**src/rtl/sobel_pkg.sv**
```systemverilog
// Shared constants for the Sobel front-end sequencer: FSM state encodings,
// default image geometry and the post-frame drain length.
package sobel_pkg;

    localparam int DEF_IMG_W = 5;
    localparam int DEF_IMG_H = 5;
    localparam int DEF_PIX_W = 8;

    localparam logic [1:0] ST_IDLE  = 2'd0;
    localparam logic [1:0] ST_RUN   = 2'd1;
    localparam logic [1:0] ST_DRAIN = 2'd2;

    // Cycles spent after the last accept so the window pipeline can empty.
    localparam int DRAIN_CYCLES = 2;

    // A pixel heads a window when its row is deep enough and either its
    // column is deep enough or border columns are being emitted too.
    function automatic logic in_window(input logic row_ok, input logic col_ok,
                                       input logic border_en);
        return row_ok & (col_ok | border_en);
    endfunction

endpackage

```
**src/rtl/sobel_pix_counter.sv**
```systemverilog
// Raster row/column position counter with clear, enable, wrap at the frame
// corner and a flag marking the last pixel of the frame.
module sobel_pix_counter
    import sobel_pkg::*;
#(
    parameter int IMG_W = DEF_IMG_W,
    parameter int IMG_H = DEF_IMG_H
) (
    input  logic                       clk,
    input  logic                       rst,
    input  logic                       clr_i,
    input  logic                       en_i,
    output logic [$clog2(IMG_H)-1:0]   row_o,
    output logic [$clog2(IMG_W)-1:0]   col_o,
    output logic                       last_o
);

    localparam int RW = $clog2(IMG_H);
    localparam int CW = $clog2(IMG_W);
    localparam logic [RW-1:0] ROW_MAX = RW'(IMG_H - 1);
    localparam logic [CW-1:0] COL_MAX = CW'(IMG_W - 1);

    logic [RW-1:0] row_q, row_d;
    logic [CW-1:0] col_q, col_d;

    // Next position: clear wins over advance; column wraps into the next row.
    always_comb begin
        row_d = row_q;
        col_d = col_q;
        if (clr_i) begin
            row_d = '0;
            col_d = '0;
        end else if (en_i) begin
            if (col_q == COL_MAX) begin
                col_d = '0;
                if (row_q == ROW_MAX) begin
                    row_d = '0;
                end else begin
                    row_d = row_q + RW'(1);
                end
            end else begin
                row_d = row_q;
                col_d = col_q + CW'(1);
            end
        end else begin
            row_d = row_q;
            col_d = col_q;
        end
    end

    // Position registers.
    always_ff @(posedge clk or negedge rst) begin
        if (!rst) begin
            row_q <= '0;
            col_q <= '0;
        end else begin
            row_q <= row_d;
            col_q <= col_d;
        end
    end

    assign row_o  = row_q;
    assign col_o  = col_q;
    assign last_o = (row_q == ROW_MAX) && (col_q == COL_MAX);

endmodule

```
**src/rtl/sobel_stream_ctrl.sv**
```systemverilog
// Frame sequencer feeding the double line buffer and flagging 3x3 window
// columns. Optional border-column output enabled by SOBEL_CTRL_BORDER_EN.
module sobel_stream_ctrl
    import sobel_pkg::*;
#(
    parameter int IMG_W = DEF_IMG_W,
    parameter int IMG_H = DEF_IMG_H,
    parameter int PIX_W = DEF_PIX_W
) (
    input  logic                       clk,
    input  logic                       rst,
    input  logic                       start_i,
    input  logic                       pix_valid_i,
    input  logic [PIX_W-1:0]           pix_i,
    output logic                       pix_ready_o,
    output logic                       lb_we_o,
    output logic [PIX_W-1:0]           lb_data_o,
    output logic                       win_valid_o,
    output logic [$clog2(IMG_H)-1:0]   row_o,
    output logic [$clog2(IMG_W)-1:0]   col_o,
    output logic                       busy_o,
    output logic                       frame_done_o
`ifdef SOBEL_CTRL_BORDER_EN
    ,
    output logic                       border_o
`endif
);

    localparam int RW = $clog2(IMG_H);
    localparam int CW = $clog2(IMG_W);
    localparam int DW = (DRAIN_CYCLES > 1) ? $clog2(DRAIN_CYCLES) : 1;
    localparam logic [DW-1:0] DRAIN_LAST = DW'(DRAIN_CYCLES - 1);
`ifdef SOBEL_CTRL_BORDER_EN
    localparam logic BORDER_EN = 1'b1;
`else
    localparam logic BORDER_EN = 1'b0;
`endif

    logic [1:0]       state_q, state_d;
    logic [DW-1:0]    drain_q, drain_d;
    logic             done_q, done_d;

    logic             accept_s, cnt_clr_s, last_s, row_ok_s, col_ok_s;
    logic [RW-1:0]    cnt_row_s;
    logic [CW-1:0]    cnt_col_s;

    // Stage 1 (write slot) and stage 2 (line-buffer output slot).
    logic             we_q, we_d;
    logic [PIX_W-1:0] data_q, data_d;
    logic             win1_q, win1_d;
    logic [RW-1:0]    row1_q, row1_d;
    logic [CW-1:0]    col1_q, col1_d;
    logic             win2_q, win2_d;
    logic [RW-1:0]    row2_q, row2_d;
    logic [CW-1:0]    col2_q, col2_d;
`ifdef SOBEL_CTRL_BORDER_EN
    logic             bord1_q, bord1_d;
    logic             bord2_q, bord2_d;
`endif

    assign accept_s  = pix_valid_i & (state_q == ST_RUN);
    assign cnt_clr_s = start_i & (state_q == ST_IDLE);
    assign row_ok_s  = (cnt_row_s >= RW'(2));
    assign col_ok_s  = (cnt_col_s >= CW'(2));

    sobel_pix_counter #(
        .IMG_W (IMG_W),
        .IMG_H (IMG_H)
    ) u_cnt (
        .clk    (clk),
        .rst    (rst),
        .clr_i  (cnt_clr_s),
        .en_i   (accept_s),
        .row_o  (cnt_row_s),
        .col_o  (cnt_col_s),
        .last_o (last_s)
    );

    // Frame FSM; frame_done is set for the final drain cycle.
    always_comb begin
        state_d = state_q;
        drain_d = drain_q;
        case (state_q)
            ST_IDLE: begin
                drain_d = '0;
                if (start_i) begin
                    state_d = ST_RUN;
                end else begin
                    state_d = ST_IDLE;
                end
            end
            ST_RUN: begin
                drain_d = '0;
                if (accept_s && last_s) begin
                    state_d = ST_DRAIN;
                end else begin
                    state_d = ST_RUN;
                end
            end
            ST_DRAIN: begin
                if (drain_q == DRAIN_LAST) begin
                    state_d = ST_IDLE;
                    drain_d = '0;
                end else begin
                    state_d = ST_DRAIN;
                    drain_d = drain_q + DW'(1);
                end
            end
            default: begin
                state_d = ST_IDLE;
                drain_d = '0;
            end
        endcase
        done_d = (state_d == ST_DRAIN) && (drain_d == DRAIN_LAST);
    end

    // Two-stage pipeline: write slot, then window slot aligned to line-buffer output.
    always_comb begin
        we_d   = accept_s;
        win1_d = accept_s & in_window(row_ok_s, col_ok_s, BORDER_EN);
        row1_d = cnt_row_s;
        col1_d = cnt_col_s;
        win2_d = win1_q;
        if (accept_s) begin
            data_d = pix_i;
        end else begin
            data_d = data_q;
        end
        if (win1_q) begin
            row2_d = row1_q;
            col2_d = col1_q;
        end else begin
            row2_d = row2_q;
            col2_d = col2_q;
        end
`ifdef SOBEL_CTRL_BORDER_EN
        bord1_d = accept_s & row_ok_s & ~col_ok_s;
        bord2_d = win1_q & bord1_q;
`endif
    end

    // All state and output registers.
    always_ff @(posedge clk or negedge rst) begin
        if (!rst) begin
            state_q <= ST_IDLE;
            drain_q <= '0;
            done_q  <= 1'b0;
            we_q    <= 1'b0;
            data_q  <= '0;
            win1_q  <= 1'b0;
            row1_q  <= '0;
            col1_q  <= '0;
            win2_q  <= 1'b0;
            row2_q  <= '0;
            col2_q  <= '0;
`ifdef SOBEL_CTRL_BORDER_EN
            bord1_q <= 1'b0;
            bord2_q <= 1'b0;
`endif
        end else begin
            state_q <= state_d;
            drain_q <= drain_d;
            done_q  <= done_d;
            we_q    <= we_d;
            data_q  <= data_d;
            win1_q  <= win1_d;
            row1_q  <= row1_d;
            col1_q  <= col1_d;
            win2_q  <= win2_d;
            row2_q  <= row2_d;
            col2_q  <= col2_d;
`ifdef SOBEL_CTRL_BORDER_EN
            bord1_q <= bord1_d;
            bord2_q <= bord2_d;
`endif
        end
    end

    assign pix_ready_o  = (state_q == ST_RUN);
    assign busy_o       = (state_q != ST_IDLE);
    assign lb_we_o      = we_q;
    assign lb_data_o    = data_q;
    assign win_valid_o  = win2_q;
    assign row_o        = row2_q;
    assign col_o        = col2_q;
    assign frame_done_o = done_q;
`ifdef SOBEL_CTRL_BORDER_EN
    assign border_o     = bord2_q;
`endif

endmodule

```
**config.mk**
```make
export PLATFORM = sky130hd
export DESIGN_NAME = sobel_stream_ctrl
export DESIGN_NICKNAME = d
export VERILOG_FILES = /design/src/rtl/sobel_pkg.sv /design/src/rtl/sobel_pix_counter.sv /design/src/rtl/sobel_stream_ctrl.sv
export SDC_FILE = /design/constraint.sdc
export NUM_CORES = 1
export LEC_CHECK = 0
export BUFFER_PORTS_ARGS = -buffer_cell sky130_fd_sc_hd__buf_2
export CAP_MARGIN = 20
export CELL_PAD_IN_SITES_DETAIL_PLACEMENT = 0
export CELL_PAD_IN_SITES_GLOBAL_PLACEMENT = 2
export CORE_MARGIN = 10
export CORE_UTILIZATION = 33
export DETAILED_ROUTE_END_ITERATION = 10
export PLACE_DENSITY_LB_ADDON = 0.1
export SETUP_SLACK_MARGIN = 0.1
export SYNTH_ARGS = -nofsm -noshare
export SYNTH_HDL_FRONTEND = slang
export SYNTH_SLANG_ARGS = --single-unit
```
**constraint.sdc**
```tcl
create_clock -name clk -period 2 [get_ports clk]
set_clock_uncertainty 0.1 [all_clocks]
set_input_delay 0.3 -clock clk [delete_from_list [all_inputs] [get_ports clk]]
set_output_delay 0.3 -clock clk [all_outputs]
set_load 0.01 [all_outputs]
```
# Yosys cells after proc, flatten, opt, wreduce, memory -nomap -nowiden
# Cells that the tools add are included.
[classes] addsub=3 order_cmp=2 eq_ne=5 mux=13 bitwise_logic=4 reduce_logical=8
[op_table] cell="3-bit 2-to-1 mux" n=7
[op_table] cell="3-bit by 1-bit adder with 3-bit output, second input constant" n=2
[op_table] cell="3-bit equality test, second input constant" n=2
[op_table] cell="3-bit by 2-bit >= comparator with 1-bit output, second input constant" n=2
[op_table] cell="2-bit one-hot mux with 3 select lines" n=1
[op_table] cell="2-bit nonzero test" n=3
[op_table] cell="1-bit bitwise AND" n=4
[op_table] cell="2-bit equality test, second input constant" n=2
[op_table] cell="2-bit 2-to-1 mux" n=2
[op_table] cell="1-bit logical AND" n=3
[op_table] cell="1-bit 2-to-1 mux" n=3
[op_table] cell="2-bit by 1-bit equality test with 1-bit output, second input constant" n=1
[op_table] cell="2-bit zero test" n=1
[op_table] cell="2-bit AND reduction" n=1
[op_table] cell="1-bit adder, second input constant" n=1
[totals] ff_bits=33 inputBits=12 out_inout_bits=19 word_cells=48

# Logic depth before layout (Yosys ltp)
[logic_depth] depth_word=7 mapped_depth=5 ltp_nobuf=5

# Hierarchy
# Synthesis repeated with hierarchy kept, for this count alone.
[hier_totals] cells_unflattened=93 hier_area_um2=1300.0
[by_module_without_submodules] module="sobel_stream_ctrl" n_inst=1 cells_per_inst=57 area_per_inst_um2=959.7 seq_area_each_um2=675.6
[by_module_without_submodules] module="sobel_pix_counter" n_inst=1 cells_per_inst=36 area_per_inst_um2=340.3 seq_area_each_um2=150.1

# Least setup slack after synthesis
# No wires, ideal clock.
[synth_path] kind="reg2reg" startpoint="reg u_cnt.row_q[0] (netlist: u_cnt.row_o[0])" endpoint="reg state_q[0]" setup_time_ns=0.118 t_arrival_ns=1.215 t_required_ns=1.782 slack_ns=0.567 stages_incl_launch_ff=6 path_buffers=0 period_less_slack_ns=1.433 path_cell_list="dfrtp_1 inv_1 ha_1 nand2_1 or3_1 a21o_1"
[synth_via] elab_chain_cells=5
[synth_rtl] item="start, declared" line_no="sobel_pix_counter.sv:23" source="logic [RW-1:0] row_q, row_d;"
[synth_rtl] item="start signal, assigned" line_no="sobel_pix_counter.sv:57" source="row_q <= row_d;"
[synth_rtl] item="3-bit equality test" line_no="sobel_pix_counter.sv:64" source="assign last_o = (row_q == ROW_MAX) && (col_q == COL_MAX);"
[synth_rtl] item="1-bit logical AND" line_no="sobel_pix_counter.sv:64"
[synth_rtl] item="1-bit logical AND" line_no="sobel_stream_ctrl.sv:94" source="if (accept_s && last_s) begin"
[synth_rtl] item="2-bit 2-to-1 mux" line_no="sobel_stream_ctrl.sv:94"
[synth_rtl] item="2-bit one-hot mux with 3 select lines" line_no="sobel_stream_ctrl.sv:83" source="case (state_q)"
[synth_rtl] item="via state_d[0]" line_no="sobel_stream_ctrl.sv:39" source="logic [1:0] state_q, state_d;"
[synth_rtl] item="end signal, assigned" line_no="sobel_stream_ctrl.sv:161" source="state_q <= state_d;"
[synth_rtl] item="end, declared" line_no="sobel_stream_ctrl.sv:39"
# The timed path passes the listed nets, and every way through them passes these cells.
# A chain may end at the register's enable or synchronous reset.

# Worst setup path after layout
[layout_path] startpoint="reg state_q[0]" endpoint="out busy_o"
[layout_via] elab_chain_cells=1
[layout_rtl] item="2-bit nonzero test" line_no="sobel_stream_ctrl.sv:180" source="assign busy_o = (state_q != ST_IDLE);"
[layout_rtl] item="end, declared" line_no="sobel_stream_ctrl.sv:21" source="output logic busy_o,"
# Every way passes these cells.

==> results.json <==
{
  "synth_area_sq_um": 1300,
  "die_w_um": 82.9,
  "h-tree-depth": 2,
  "holdWs_ns": -0.0339,
  "portBuffers": 30,
  "wl_per_cell_um": 13.0,
  "drive_gt1_share_pct": 32.2,
  "cts-hold-fix-buffers": 0,
  "yosysSeqAreaShare_pct": 63.3,
  "max_slew_margin_pct": 52.3,
  "switching_share_pct": 34.8,
  "power_frac_clock_pct": 21.7,
  "die_y_um": 82.9,
  "violations": "hold timing",
  "rows": 22,
  "start_util_pct": 34.8,
  "via_count": 899,
  "grt_pass1_wl_mm": 4.57,
  "drc": 0,
  "ys_types": 26,
  "clk_latency_ns": 0.28,
  "cpPeakStageDelay_ns": 0.47,
  "fin_crit_sh_pct": 79.8,
  "core_region_area_sq_um": 3740,
  "vdd_ir_drop_max_mv": 0.516,
  "final_cell_area_sq_um": 1590,
  "sequentialPowerShare_pct": 47.4,
  "drt-pass1-iter-count": 4,
  "avgSynthCellArea_sq_um": 11.5,
  "fin_setup_tns_ns": 0,
  "vias_per_cell": 4.56,
  "critPathMaxFanout": 7,
  "drtAntennaViolNets": 0,
  "min_path_type": "input port to asynchronous set/reset pin",
  "fillerInstances": 415,
  "cts_resized": 0,
  "max_freq_ghz": 0.626,
  "critPathLaunchType": "register",
  "cts_made_buffers": 5,
  "power.leakage_nw": 0.853,
  "cts_buffer_depth": 2,
  "clk_pin_slew_ns": 0.07,
  "cp_data_arrival_time_ns": 1.20,
  "power.density_nw_per_um2": 1370,
  "io_pins": 31,
  "nets": 166,
  "status": "finished, violations left",
  "p_comb_share_pct": 30.9,
  "final_max_slew_viol_count": 0,
  "end_kind": "primary output",
  "yosysWarnings": 0,
  "antenna_found_initial": 0,
  "diodes": 0,
  "cts_tree": "yes",
  "synthToLayoutAreaGrowth_pct": 22.0,
  "internal_power_mw": 1.42,
  "drt_iter0_drc": 36,
  "cp_cell_sequence": "or2_2 -> buf_2",
  "period_needed_ns": 1.60,
  "clock_sink_count": 33,
  "root_buffer": "clkbuf_8",
  "maxCapViolations": 0,
  "routed_wl_mm": 2.56,
  "grt_max_degree": 34,
  "cts_setup_buffers": 0,
  "final_cell_mix": "dfrtp_1, buf_2, nand2_1",
  "final_common_cell": "dfrtp_1",
  "netlist_instances": 113,
  "grt_pass1_vias": 982,
  "syn-num-nets": 131,
  "p_sw_mw": 0.756,
  "place.gp.congestion": 0.787,
  "finalHoldViolCount": 33,
  "cpMaxStageDelayCell": "dfrtp_1",
  "tightest_slew_ns": 0.716,
  "hpwlAfterDp_mm": 1.81,
  "required_ns": 1.60,
  "die-area_sq_um": 6860,
  "track_usage_pct": 8.22,
  "overflow": 0,
  "rsz0062_at_grt": "false",
  "setup_viol": 0,
  "placed_area_sq_um": 1510,
  "crit_type": "register to primary output",
  "ys_ff_latch": 33
}
-- power by group through the flow --
stage	Sequential [mW]	Clock [mW]	Combinational [mW]
floorplan	1.07	0	0.386
global placement	1.04	0	0.686
detailed placement	1.04	0	0.692
CTS	1.03	0.492	0.696
global route	1.07	0.528	0.790
finish	1.03	0.471	0.671
-- cells in the mapped netlist --
cell type,count,area [sq um]
and2_1,1,6.26
a21o_1,1,7.51
buf_2,2,10.0
dfrtp_1,33,826
a21oi_1,4,20.0
nand2_1,29,109
a41o_1,1,10.0
nor2_1,4,15.0
mux2_2,6,67.6
nor2b_1,1,6.26
inv_2,1,3.75
or2_2,1,6.26
or3_1,1,6.26
inv_1,5,18.8
nand3_1,2,10.0
a211oi_1,1,7.51
nand3b_4,1,20.0
nor3_1,5,25.0
nand2b_1,1,6.26
nand4_1,1,6.26
clkbuf_1,1,3.75
ha_1,6,75.1
o31ai_1,1,7.51
nor3b_2,1,12.5
a22oi_1,1,7.51
o21ai_0,2,10.0
-- critical path: cells and delay by family (launching register included) --
family        cells  cell delay, ns
simple gates      1            0.31
flops             1            0.47
buf+inv           1            0.14
-- routing by layer --
metal  track usage, %  wire, um  share of wire [%]  up-vias
li1                 -         -                  -      444
met1             8.92      1090                 43      427
met2             12.1      1210                 47       22
met3             4.98       195                7.6        6
met4             4.62        59                2.3        0
met5                0         0                  0        -
-- layout make-up --
cell class | instances | area [sq um] | share of cell area [%]
tap | 48 | 60.1 | 3.78
multi-input combinational | 71 | 442 | 27.8
inverter | 6 | 22.5 | 1.42
sequential | 33 | 826 | 51.9
timing repair buffer | 31 | 158 | 9.91
clock buffer | 6 | 72.6 | 4.56
clock inverter | 2 | 10.0 | 0.629
-- cells by family (layout without fill, tap and decap cells) --
group                    count (synthesis)  in the layout  share of synthesized area, %
AO/OA/AOI/OAI                           11             11                          5.38
adder cells (fa/ha/maj)                  6              6                          5.76
buffers and inverters                    9             45                          2.78
flip-flops                              33             33                          63.3
multiplexers                             6              6                          5.18
AND/OR/NAND/NOR                         48             48                          17.6
-- per-stage QoR --
stage               worst slack, ns  power [mW]  hold slack [ns]  utilization, %  cells
detailed placement            0.424        1.74            0.302            40.3    189
global route                  0.295        2.39           0.0177            42.5    197
finish                        0.404        2.17          -0.0339            42.5    197
CTS                           0.390        2.22          0.00388            42.5    197
global placement              0.454        1.72            0.292            40.3    189
floorplan                     0.567        1.46          -0.0956               -    113
-- final timing paths --
check	from	end	slack (ns)	cells after the start
worst max-delay path	state_q[0]	busy_o	0.40	2
worst min-delay path	rst	row_o[0]	-0.03	1
worst max register to register	state_q[1]	state_q[0]	0.41	3
worst min register to register	u_cnt.row_o[0]	row1_q[0]	0.31	0
max in group asynchronous	rst	lb_data_o[7]	1.37	1
min in group clk	pix_i[6]	lb_data_o[6]	0.10	3
-- flip-flops by register name (all words and copies together) (netlist names) --
name / count
lb_data_o: 8
col1_q: 3
col_o: 3
row1_q: 3
row_o: 3
u_cnt.col_o: 3
u_cnt.row_o: 3
state_q: 2
drain_q: 1
frame_done_o: 1
lb_we_o: 1
win1_q: 1
win_valid_o: 1
(Power assumes the default switching activity.)
